### src/rtl/pe_sched.sv
// pe_sched: sequencer for a 4-PE SSD block-matching chain.
// Fetches a 4x4 reference block and a 7-pixel-wide search strip from
// synchronous-read buffers, streams them into PE0, collects the per-PE SSD
// results and keeps the minimum SSD with its (dx, dy) motion vector.
//
// Ports:
//   clk, rst            clock, synchronous active-high reset
//   start               one-cycle block request (ignored while busy)
//   busy, done, err     status; done is a one-cycle pulse, err = watchdog fired
//   ref_addr/ref_rdata  reference row buffer (1-cycle read latency)
//   srh_addr/srh_rdata  search row buffer (1-cycle read latency)
//   pe_en/pe_ref/pe_srh stream into PE0, pe_en aligned to the read data
//   ssd_vld/ssd_data    per-PE SSD results, PE k at bit k / [20k+19:20k]
//   best_ssd/dx/dy      running minimum and its position
//
// Optional feature: define PE_SCHED_WDOG_EN to enable the drain watchdog.
// Without it DRAIN waits indefinitely and err is constant 0.
module pe_sched #(
  parameter int unsigned V_RANGE = 4,
  parameter int unsigned AW      = 3
) (
  input  logic          clk,
  input  logic          rst,
  input  logic          start,
  output logic          busy,
  output logic          done,
  output logic          err,
  output logic [1:0]    ref_addr,
  input  logic [31:0]   ref_rdata,
  output logic [AW-1:0] srh_addr,
  input  logic [55:0]   srh_rdata,
  output logic          pe_en,
  output logic [31:0]   pe_ref,
  output logic [55:0]   pe_srh,
  input  logic [3:0]    ssd_vld,
  input  logic [79:0]   ssd_data,
  output logic [19:0]   best_ssd,
  output logic [1:0]    best_dx,
  output logic [3:0]    best_dy
);

  localparam int unsigned N_PE  = 4;
  localparam int unsigned SW    = 20;
  localparam int unsigned N_RES = N_PE * V_RANGE;
  localparam int unsigned IW    = 6;   // issue index 0..63
  localparam int unsigned CW    = 5;   // per-PE result count 0..16
  localparam int unsigned TW    = 7;   // total result count 0..64

  typedef enum logic [1:0] {
    S_IDLE,
    S_ISSUE,
    S_DRAIN,
    S_DONE
  } state_t;

  state_t          state_q, state_d;
  logic [IW-1:0]   i_q, i_d;
  logic [CW-1:0]   cnt_q [N_PE];
  logic [CW-1:0]   cnt_d [N_PE];
  logic [SW-1:0]   best_ssd_q, best_ssd_d;
  logic [1:0]      best_dx_q, best_dx_d;
  logic [3:0]      best_dy_q, best_dy_d;
  logic [1:0]      ref_addr_q, ref_addr_d;
  logic [AW-1:0]   srh_addr_q, srh_addr_d;
  logic            pe_en_q, pe_en_d;
  logic            busy_q, busy_d;
  logic            done_q, done_d;

  logic [SW-1:0]   cand_ssd;
  logic [3:0]      cand_dy;
  logic [1:0]      cand_dx;
  logic [TW-1:0]   total_d;

`ifdef PE_SCHED_WDOG_EN
  localparam int unsigned WW = 6;
  logic [WW-1:0]   wdog_q, wdog_d;
  logic            err_q, err_d;
`endif

  // Next-state, address generation and result merge
  always_comb begin
    state_d    = state_q;
    i_d        = i_q;
    cnt_d      = cnt_q;
    best_ssd_d = best_ssd_q;
    best_dx_d  = best_dx_q;
    best_dy_d  = best_dy_q;
    ref_addr_d = ref_addr_q;
    srh_addr_d = srh_addr_q;
    cand_ssd   = '0;
    cand_dy    = '0;
    cand_dx    = '0;
    total_d    = '0;
`ifdef PE_SCHED_WDOG_EN
    wdog_d     = wdog_q;
    err_d      = err_q;
`endif

    // Lexicographic (ssd, dy, dx) key is a total order, so merging several
    // simultaneous results in any sequence gives the same winner.
    if (state_q == S_ISSUE || state_q == S_DRAIN) begin
      for (int k = 0; k < N_PE; k++) begin
        if (ssd_vld[k] && (cnt_q[k] < CW'(V_RANGE))) begin
          cand_ssd = ssd_data[SW*k +: SW];
          cand_dy  = cnt_q[k][3:0];
          cand_dx  = 2'(k);
          if ((cand_ssd < best_ssd_d) ||
              ((cand_ssd == best_ssd_d) &&
               ({cand_dy, cand_dx} < {best_dy_d, best_dx_d}))) begin
            best_ssd_d = cand_ssd;
            best_dx_d  = cand_dx;
            best_dy_d  = cand_dy;
          end
          cnt_d[k] = cnt_q[k] + CW'(1);
        end
      end
    end

    for (int k = 0; k < N_PE; k++) begin
      total_d = total_d + TW'(cnt_d[k]);
    end

    case (state_q)
      S_IDLE: begin
        if (start) begin
          state_d    = S_ISSUE;
          i_d        = '0;
          cnt_d      = '{default: '0};
          best_ssd_d = '1;
          best_dx_d  = '0;
          best_dy_d  = '0;
          ref_addr_d = '0;
          srh_addr_d = '0;
`ifdef PE_SCHED_WDOG_EN
          err_d      = 1'b0;
`endif
        end
      end
      S_ISSUE: begin
`ifdef PE_SCHED_WDOG_EN
        wdog_d = '0;
`endif
        if (i_q == IW'(N_RES - 1)) begin
          state_d = S_DRAIN;
        end else begin
          // Address for the next issue: row i mod 4 of the 4x4 block,
          // search row (i div 4) + (i mod 4)
          i_d        = i_q + IW'(1);
          ref_addr_d = i_d[1:0];
          srh_addr_d = AW'(i_d[IW-1:2]) + AW'(i_d[1:0]);
        end
      end
      S_DRAIN: begin
        if (total_d == TW'(N_RES)) begin
          state_d = S_DONE;
        end
`ifdef PE_SCHED_WDOG_EN
        else begin
          wdog_d = (|ssd_vld) ? '0 : (wdog_q + WW'(1));
          if (wdog_d == '1) begin
            state_d = S_DONE;
            err_d   = 1'b1;
          end
        end
`endif
      end
      S_DONE: begin
        state_d = S_IDLE;
      end
      default: begin
        state_d = S_IDLE;
      end
    endcase

    pe_en_d = (state_q == S_ISSUE);
    busy_d  = (state_d == S_ISSUE) || (state_d == S_DRAIN);
    done_d  = (state_d == S_DONE);
  end

  // State and output registers
  always_ff @(posedge clk) begin
    if (rst) begin
      state_q    <= S_IDLE;
      i_q        <= '0;
      cnt_q      <= '{default: '0};
      best_ssd_q <= '1;
      best_dx_q  <= '0;
      best_dy_q  <= '0;
      ref_addr_q <= '0;
      srh_addr_q <= '0;
      pe_en_q    <= 1'b0;
      busy_q     <= 1'b0;
      done_q     <= 1'b0;
    end else begin
      state_q    <= state_d;
      i_q        <= i_d;
      cnt_q      <= cnt_d;
      best_ssd_q <= best_ssd_d;
      best_dx_q  <= best_dx_d;
      best_dy_q  <= best_dy_d;
      ref_addr_q <= ref_addr_d;
      srh_addr_q <= srh_addr_d;
      pe_en_q    <= pe_en_d;
      busy_q     <= busy_d;
      done_q     <= done_d;
    end
  end

`ifdef PE_SCHED_WDOG_EN
  // Drain watchdog registers
  always_ff @(posedge clk) begin
    if (rst) begin
      wdog_q <= '0;
      err_q  <= 1'b0;
    end else begin
      wdog_q <= wdog_d;
      err_q  <= err_d;
    end
  end

  assign err = err_q;
`else
  assign err = 1'b0;
`endif

  assign busy     = busy_q;
  assign done     = done_q;
  assign ref_addr = ref_addr_q;
  assign srh_addr = srh_addr_q;
  assign pe_en    = pe_en_q;
  assign pe_ref   = ref_rdata;
  assign pe_srh   = srh_rdata;
  assign best_ssd = best_ssd_q;
  assign best_dx  = best_dx_q;
  assign best_dy  = best_dy_q;

endmodule

### config.mk
export PLATFORM = sky130hd
export DESIGN_NAME = pe_sched
export DESIGN_NICKNAME = d
export VERILOG_FILES = /design/src/rtl/pe_sched.sv
export SDC_FILE = /design/constraint.sdc
export NUM_CORES = 1
export LEC_CHECK = 0
export ABC_AREA = 1
export CAP_MARGIN = 15
export CORE_MARGIN = 10
export CORE_UTILIZATION = 44
export DETAILED_ROUTE_END_ITERATION = 16
export PLACE_DENSITY = 0.91
export SYNTH_ARGS = -nofsm -noshare
export SYNTH_HDL_FRONTEND = slang
export SYNTH_SLANG_ARGS = --single-unit
### constraint.sdc
create_clock -name clk -period 9.1 [get_ports clk]
set_clock_uncertainty 0.15 [all_clocks]
set_input_delay 1.82 -clock clk [delete_from_list [all_inputs] [get_ports clk]]
set_output_delay 1.82 -clock clk [all_outputs]
set_load 0.1 [all_outputs]
### After elaboration in Yosys (flattened, before gate mapping)

Cells that the tools add are included.

| storage, ports and cells | value |
|---|---|
| output and inout port bits | 123 |
| input port bits | 175 |
| register bits after elaboration | 62 |

| cells by class | value |
|---|---|
| reduce and logical (&&, ||, !) cells | 17 |
| muxes and demuxes | 62 |
| add/subtract/negate cells | 9 |
| order comparisons | 12 |
| equal/unequal tests | 14 |

Operator list:

| operator | number |
|---|---|
| 20-bit two-way mux | 17 |
| 20-bit equality test | 4 |
| 20-bit less-than comparator | 4 |
| 4-bit two-way mux | 14 |
| 2-bit two-way mux | 19 |
| 6-bit less-than comparator | 4 |
| 5-bit by 1-bit adder with 5-bit output (second input constant) | 4 |
| 5-bit by 3-bit less-than comparator with 1-bit output (second input constant) | 4 |
| 5-bit two-way mux | 4 |
| 6-bit two-way mux | 2 |
| 6-bit case mux with 2 select lines | 1 |
| 2-bit equality test (second input constant) | 4 |
| 1-bit logical AND | 8 |
| 2-bit case mux with 4 select lines | 1 |
| 6-bit by 5-bit adder with 7-bit output | 1 |
| 7-bit by 5-bit adder with 7-bit output | 1 |
| 7-bit by 5-bit equality test with 1-bit output (second input constant) | 1 |
| 5-bit by 5-bit adder with 6-bit output | 1 |
| 6-bit by 1-bit adder with 6-bit output (second input constant) | 1 |
| 6-bit by 4-bit equality test with 1-bit output (second input constant) | 1 |
| 1-bit logical OR | 6 |
| 3-bit two-way mux | 2 |
| 3-bit case mux with 2 select lines | 1 |
| 2-bit by 1-bit equality test with 1-bit output (second input constant) | 2 |
| 6 further kinds | 7 |

### Logic depth before layout (Yosys ltp)

| logic depth | value |
|---|---|
| depth after elaboration | 26 |
| gate-level depth with buffers | 55 |
| depth with buffers taken out | 51 |

### Worst setup path before layout

No wires, ideal clock.

| timing | value |
|---|---|
| kind | input port to flip-flop |
| start point | in ssd_data[19] |
| end point | reg best_ssd_q[14] (netlist: best_ssd[14]) |
| path slack | 746 ps |
| cell stages on the path | 48 |
| arrival time | 8087 ps |
| required time | 8833 ps |
| cell sequence | ha_1 -> nand2_1 -> nor2_2 -> nand2_1 -> nor2_2 -> nand2_1 -> nand3_2 -> nand2_2 -> nand2_2 -> buf_6 -> clkbuf_1 -> o21ai_0 -> ha_1 -> nand4_1 -> nor3_1 -> nand4_1 -> nor2_1 -> nand4_1 -> [... 12 more ...] -> o221ai_1 -> a221o_1 -> nand2_2 -> nand2_4 -> clkbuf_1 -> nand2_1 -> o21ai_0 -> ha_1 -> nand2_1 -> o21a_1 -> o221a_2 -> o311ai_0 -> nand2_4 -> nand2_4 -> buf_6 -> nand2_1 -> nand3_1 -> nand2_1 |

| on the way | value |
|---|---|
| word-level cells in the longest chain between the ends | 26 |

RTL lines:

| item | line | RTL |
|---|---|---|
| start, declared | 36 | `input logic [79:0] ssd_data,` |
| branches (longest 22 deep; another with 20-bit less-than comparator) | -- |  |
| 20-bit two-way mux * | 103 | `if (ssd_vld[k] && (cnt_q[k] < CW'(V_RANGE))) begin` |
| 20-bit two-way mux * | 101 | `if (state_q == S_ISSUE \|\| state_q == S_DRAIN) begin` |
| 20-bit two-way mux | 125 | `if (start) begin` |
| 20-bit two-way mux * | 123 | `case (state_q)` |
| end signal, assigned | 198 | `best_ssd_q <= best_ssd_d;` |
| end, declared | 60 | `logic [SW-1:0] best_ssd_q, best_ssd_d;` |

Mark *: on every way between the ends. The select of a mux whose other input is x is not followed.
A chain may end at the register's enable or synchronous reset.

### Worst setup path in the final report

| timing | value |
|---|---|
| start point | in ssd_data[6] |
| end point | reg best_dy_q[1] (netlist: best_dy[1]) |

| on the way | value |
|---|---|
| word-level cells in the longest chain between the ends | 26 |

RTL lines:

| item | line | RTL |
|---|---|---|
| branches (longest 22 deep; another with 20-bit less-than comparator) | -- |  |
| 4-bit two-way mux * | 103 |  |
| 4-bit two-way mux * | 101 |  |
| 4-bit two-way mux | 125 |  |
| 4-bit two-way mux * | 123 |  |
| end signal, assigned | 200 | `best_dy_q <= best_dy_d;` |
| end, declared | 62 | `logic [3:0] best_dy_q, best_dy_d;` |

Marked as above.

==> results summary <==
The clock-pin slew reported for the worst setup and hold paths after clock tree synthesis is about 50 ps. The mux contribution to synthesized area came out at 0%. The first detailed-routing pass took 11 iterations.

The maximum number of pins on one net before global-route repair is 42. Port buffering added 120 buffers. Across all layers, the routed design uses between 6000 and 7000 vias. The deepest clock path buffer count came out at 2. In this run the worst path has a maximum fanout of 16. After detailed routing, the number of vias per cell comes to 5.62.

The main combinational cell family by area after synthesis is simple AND/OR/NAND/NOR gates. The worst hold path belongs to the class reg2reg. The run finished with clean final reports. Setup violations remaining at the end of the flow were counted as 0. The hold violation total from the final report came to 0.

The final clock period utilization by the worst path came out at between 90% and 100%. The layout has 1300 filler cells. The synthesized area per cell is 6.93 µm². Sequential elements use between 10% and 20% of the synthesized area.

The initial core utilization came out at between 40 and 50%. The core region area is 15100 µm². The post-layout worst setup margin is slightly below 300 ps.

The synthesized design contains 60 register bits. The H-tree level count came out at 3. The number of sinks driven by the clock tree came out at 60. The proportion of register bits with asynchronous set or reset after synthesis came out at 0%.

The count of maximum capacitance violations came out at 0. The number of top-level pins is about 300. The area growth from synthesis to layout is 23.9%.

The worst vdd rail ir drop is around 0.11 mV. The post-detailed-routing wire length is ~22000 µm. The TritonCTS clock tree is done.

Of the total synthesized cell area, the portion taken by AND, OR, NAND and NOR gates is approximately a quarter. The total leakage power came out at approximately 4 nW. The adder-cell share of the synthesized area came out at roughly a quarter.

The full die area is about 21000 µm². The power density of the placed cells came out at roughly 150 nW/µm². The time the final worst path needs with I/O delays and setup is roughly 8800 ps.

The number of instances in the synthesized netlist came out at ~980. The worst setup path is captured at a register. The endpoint arrival time on the critical path is ~8900 ps. The unique cell type count in the Yosys netlist came out at between 40 and 50. After floorplanning, the core was divided into 45 placement rows. The final weighted congestion in routability-driven placement is 0.943. The post-detailed-route count of antenna-violating nets is 0. The number of antenna diodes in the final layout is 0. The post-synthesis compound-gate area fraction is around 15%.

The library cell used as clock root buffer is sky130_fd_sc_hd__clkbuf_16. The startpoint-to-endpoint class of the critical path is in2reg. The max-slew violation count is 0.

The share of layout cells above drive strength 1 is roughly 11%. The post-route DRC violation count is 0. The highest achievable clock rate is 114 MHz. The synthesized design contains 0 enable-type register cells.

Global routing used 20.0% of the available tracks. The worst setup path is launched from an input port. The largest individual stage delay along the critical path comes from the cell sky130_fd_sc_hd__clkdlybuf4s50_1. Of the total synthesized cell area, the portion taken by XOR and XNOR cells is less than 1%. The top cell types in the final layout, fill and taps aside, are sky130_fd_sc_hd__nand2_1 (203), sky130_fd_sc_hd__inv_1 (120), sky130_fd_sc_hd__clkdlybuf4s50_1 (113), sky130_fd_sc_hd__ha_1 (107), sky130_fd_sc_hd__a21oi_1 (68). The number of design-rule violations left by the first detailed-router iteration came out at 519. The via count of the first global-routing pass is about 6700.

The pre-CTS worst setup slack is -331 ps. The worst pin sits at a relative slew slack of between 20 and 30%. Among the stages of the critical path, the cell type that occurs most often is sky130_fd_sc_hd__nand2_1. The initial antenna violation count came out at 1.

The cts-stage hold buffer count came out at 0. The final routed wire length divided by cell count came out at approximately 18 µm. The overflow left after global routing came out at 0. The number of buffers created by CTS came out at 9. The delay of the slowest cell on the worst path came out at between 400 and 500 ps. In this run the horizontal extent of the chip is between 100 and 150 µm. The wire length of the first global-routing pass is between 30000 and 40000 µm.

The required time of the worst setup path is ~9200 ps. The slew of the pin with the lowest slew margin came out at 1070 ps. The post-DP HPWL is approximately 17000 µm. For this run, the number of Yosys warnings is 0. The final-stage net count is between 1000 and 1500. The die span in y came out at about 140 µm. For this run, the share of the core covered by cells in the final layout is a little under three fifths. The post-synthesis net count is about 1300. In this run the cell area of the synthesized design comes to 6780 µm².

The clock insertion delay at the later pin of the skew report came out at 350 ps. In the synthesized netlist the dominant register cell turns out to be sky130_fd_sc_hd__dfxtp_1. The library cell used most frequently in the layout, excluding fill and tap cells, is sky130_fd_sc_hd__nand2_1.
[layer usage]
layer	vias to the layer above	share of wire, %	track usage, %
li1	3300	-	-
met1	3211	36	20.2
met2	335	48	35.0
met3	109	10	6.85
met4	2	6.0	12.0
met5	-	0.058	0
[critical path: cells and delay by family]
kind            cells  cell delay [ps]
buf+inv             9             1550
simple gates       27             2310
fa+ha+maj           4             1260
compound gates     10             1880
[synthesized netlist by cell type (all sizes together), types with 2 or more instances]
cell / number / share of area (%)
nand2: 216 / 13
inv: 120 / 6.6
ha: 110 / 20
buf: 100 / 11
o21ai: 87 / 6.4
a21oi: 71 / 5.4
dfxtp: 60 / 18
nor2: 55 / 3.1
nand3: 38 / 2.9
clkbuf: 25 / 1.4
nand3b: 22 / 2.4
nand4: 16 / 1.5
fa: 11 / 3.2
nor3: 6 / 0.44
a211oi: 5 / 0.55
xor2: 4 / 0.52
xnor2: 3 / 0.39
a2111oi: 2 / 0.26
a21o: 2 / 0.22
a31oi: 2 / 0.18
o211ai: 2 / 0.22
o21a: 2 / 0.22
o221ai: 2 / 0.26
or2: 2 / 0.18
[through the flow]
| step | hold slack, ps | cells | area, µm² | power, mW | setup TNS [ps] |
|---|---|---|---|---|---|
| 2_1_floorplan | 288 | 979 | 6780 | 0.840 | 0 |
| 3_3_place_gp | 308 | 1215 | 7790 | 0.836 | -4970 |
| 3_5_place_dp | 313 | 1215 | 7790 | 0.854 | -7500 |
| 4_1_cts | 319 | 1230 | 8120 | 1.23 | 0 |
| 5_1_grt | 340 | 1239 | 8410 | 1.34 | -1850 |
| 6_report | 318 | 1239 | 8410 | 1.27 | 0 |
[worst paths after layout]
check / startpoint / end / slack [ps] / cells past startpoint
worst min-delay path: srh_addr[1] / srh_addr[1] / 320 / 2
worst max-delay path: ssd_data[6] / best_dy[1] / 300 / 50
worst max register to register: best_ssd[19] / best_dy[1] / 1710 / 47
worst min register to register: srh_addr[1] / srh_addr[1] / 320 / 2
[timing repair]
item | CTS | global route
setup buffers | 0 | 6
pin swaps | 0 | 27
endpoints found under the setup margin | 25 | 26
cloned | 0 | 3
endpoints found under the hold margin | 0 | 0
resized for setup | 4 | 58
[power breakdown]
group	total [mW]	internal (mW)	switching (mW)
Clock	0.374	0.246	0.128
Sequential	0.295	0.277	0.0181
Combinational	0.604	0.236	0.368
[registers in the layout, summed over array words and instances, names as in the netlist]
name and count:
srh_addr 3, cnt_q 20, best_dy 4, i_q 6, pe_en 1, busy 1, best_dx 2, state_q 2
done 1, best_ssd 20
[cells by family after synthesis]
group                      Yosys count
xor gates and xnor gates             7
DFF                                 60
adders and majority gates          121
AOI/OAI and AO/OA                  186
buffers and inverters              245
other                                1
and+or+nand+nor                    359
[final cells by class]
| type | count | area (µm²) | area share (%) |
|---|---|---|---|
| Sequential cell | 60 | 1200 | 14.3 |
| Clock buffer | 11 | 243 | 2.89 |
| Timing Repair Buffer | 179 | 1680 | 20.0 |
| Inverter | 120 | 450 | 5.36 |
| Clock inverter | 4 | 73.8 | 0.878 |
| Multi-Input combinational cell | 677 | 4520 | 53.8 |
| Tap cell | 188 | 235 | 2.80 |
Note: power is estimated with default switching activity, not from simulation.
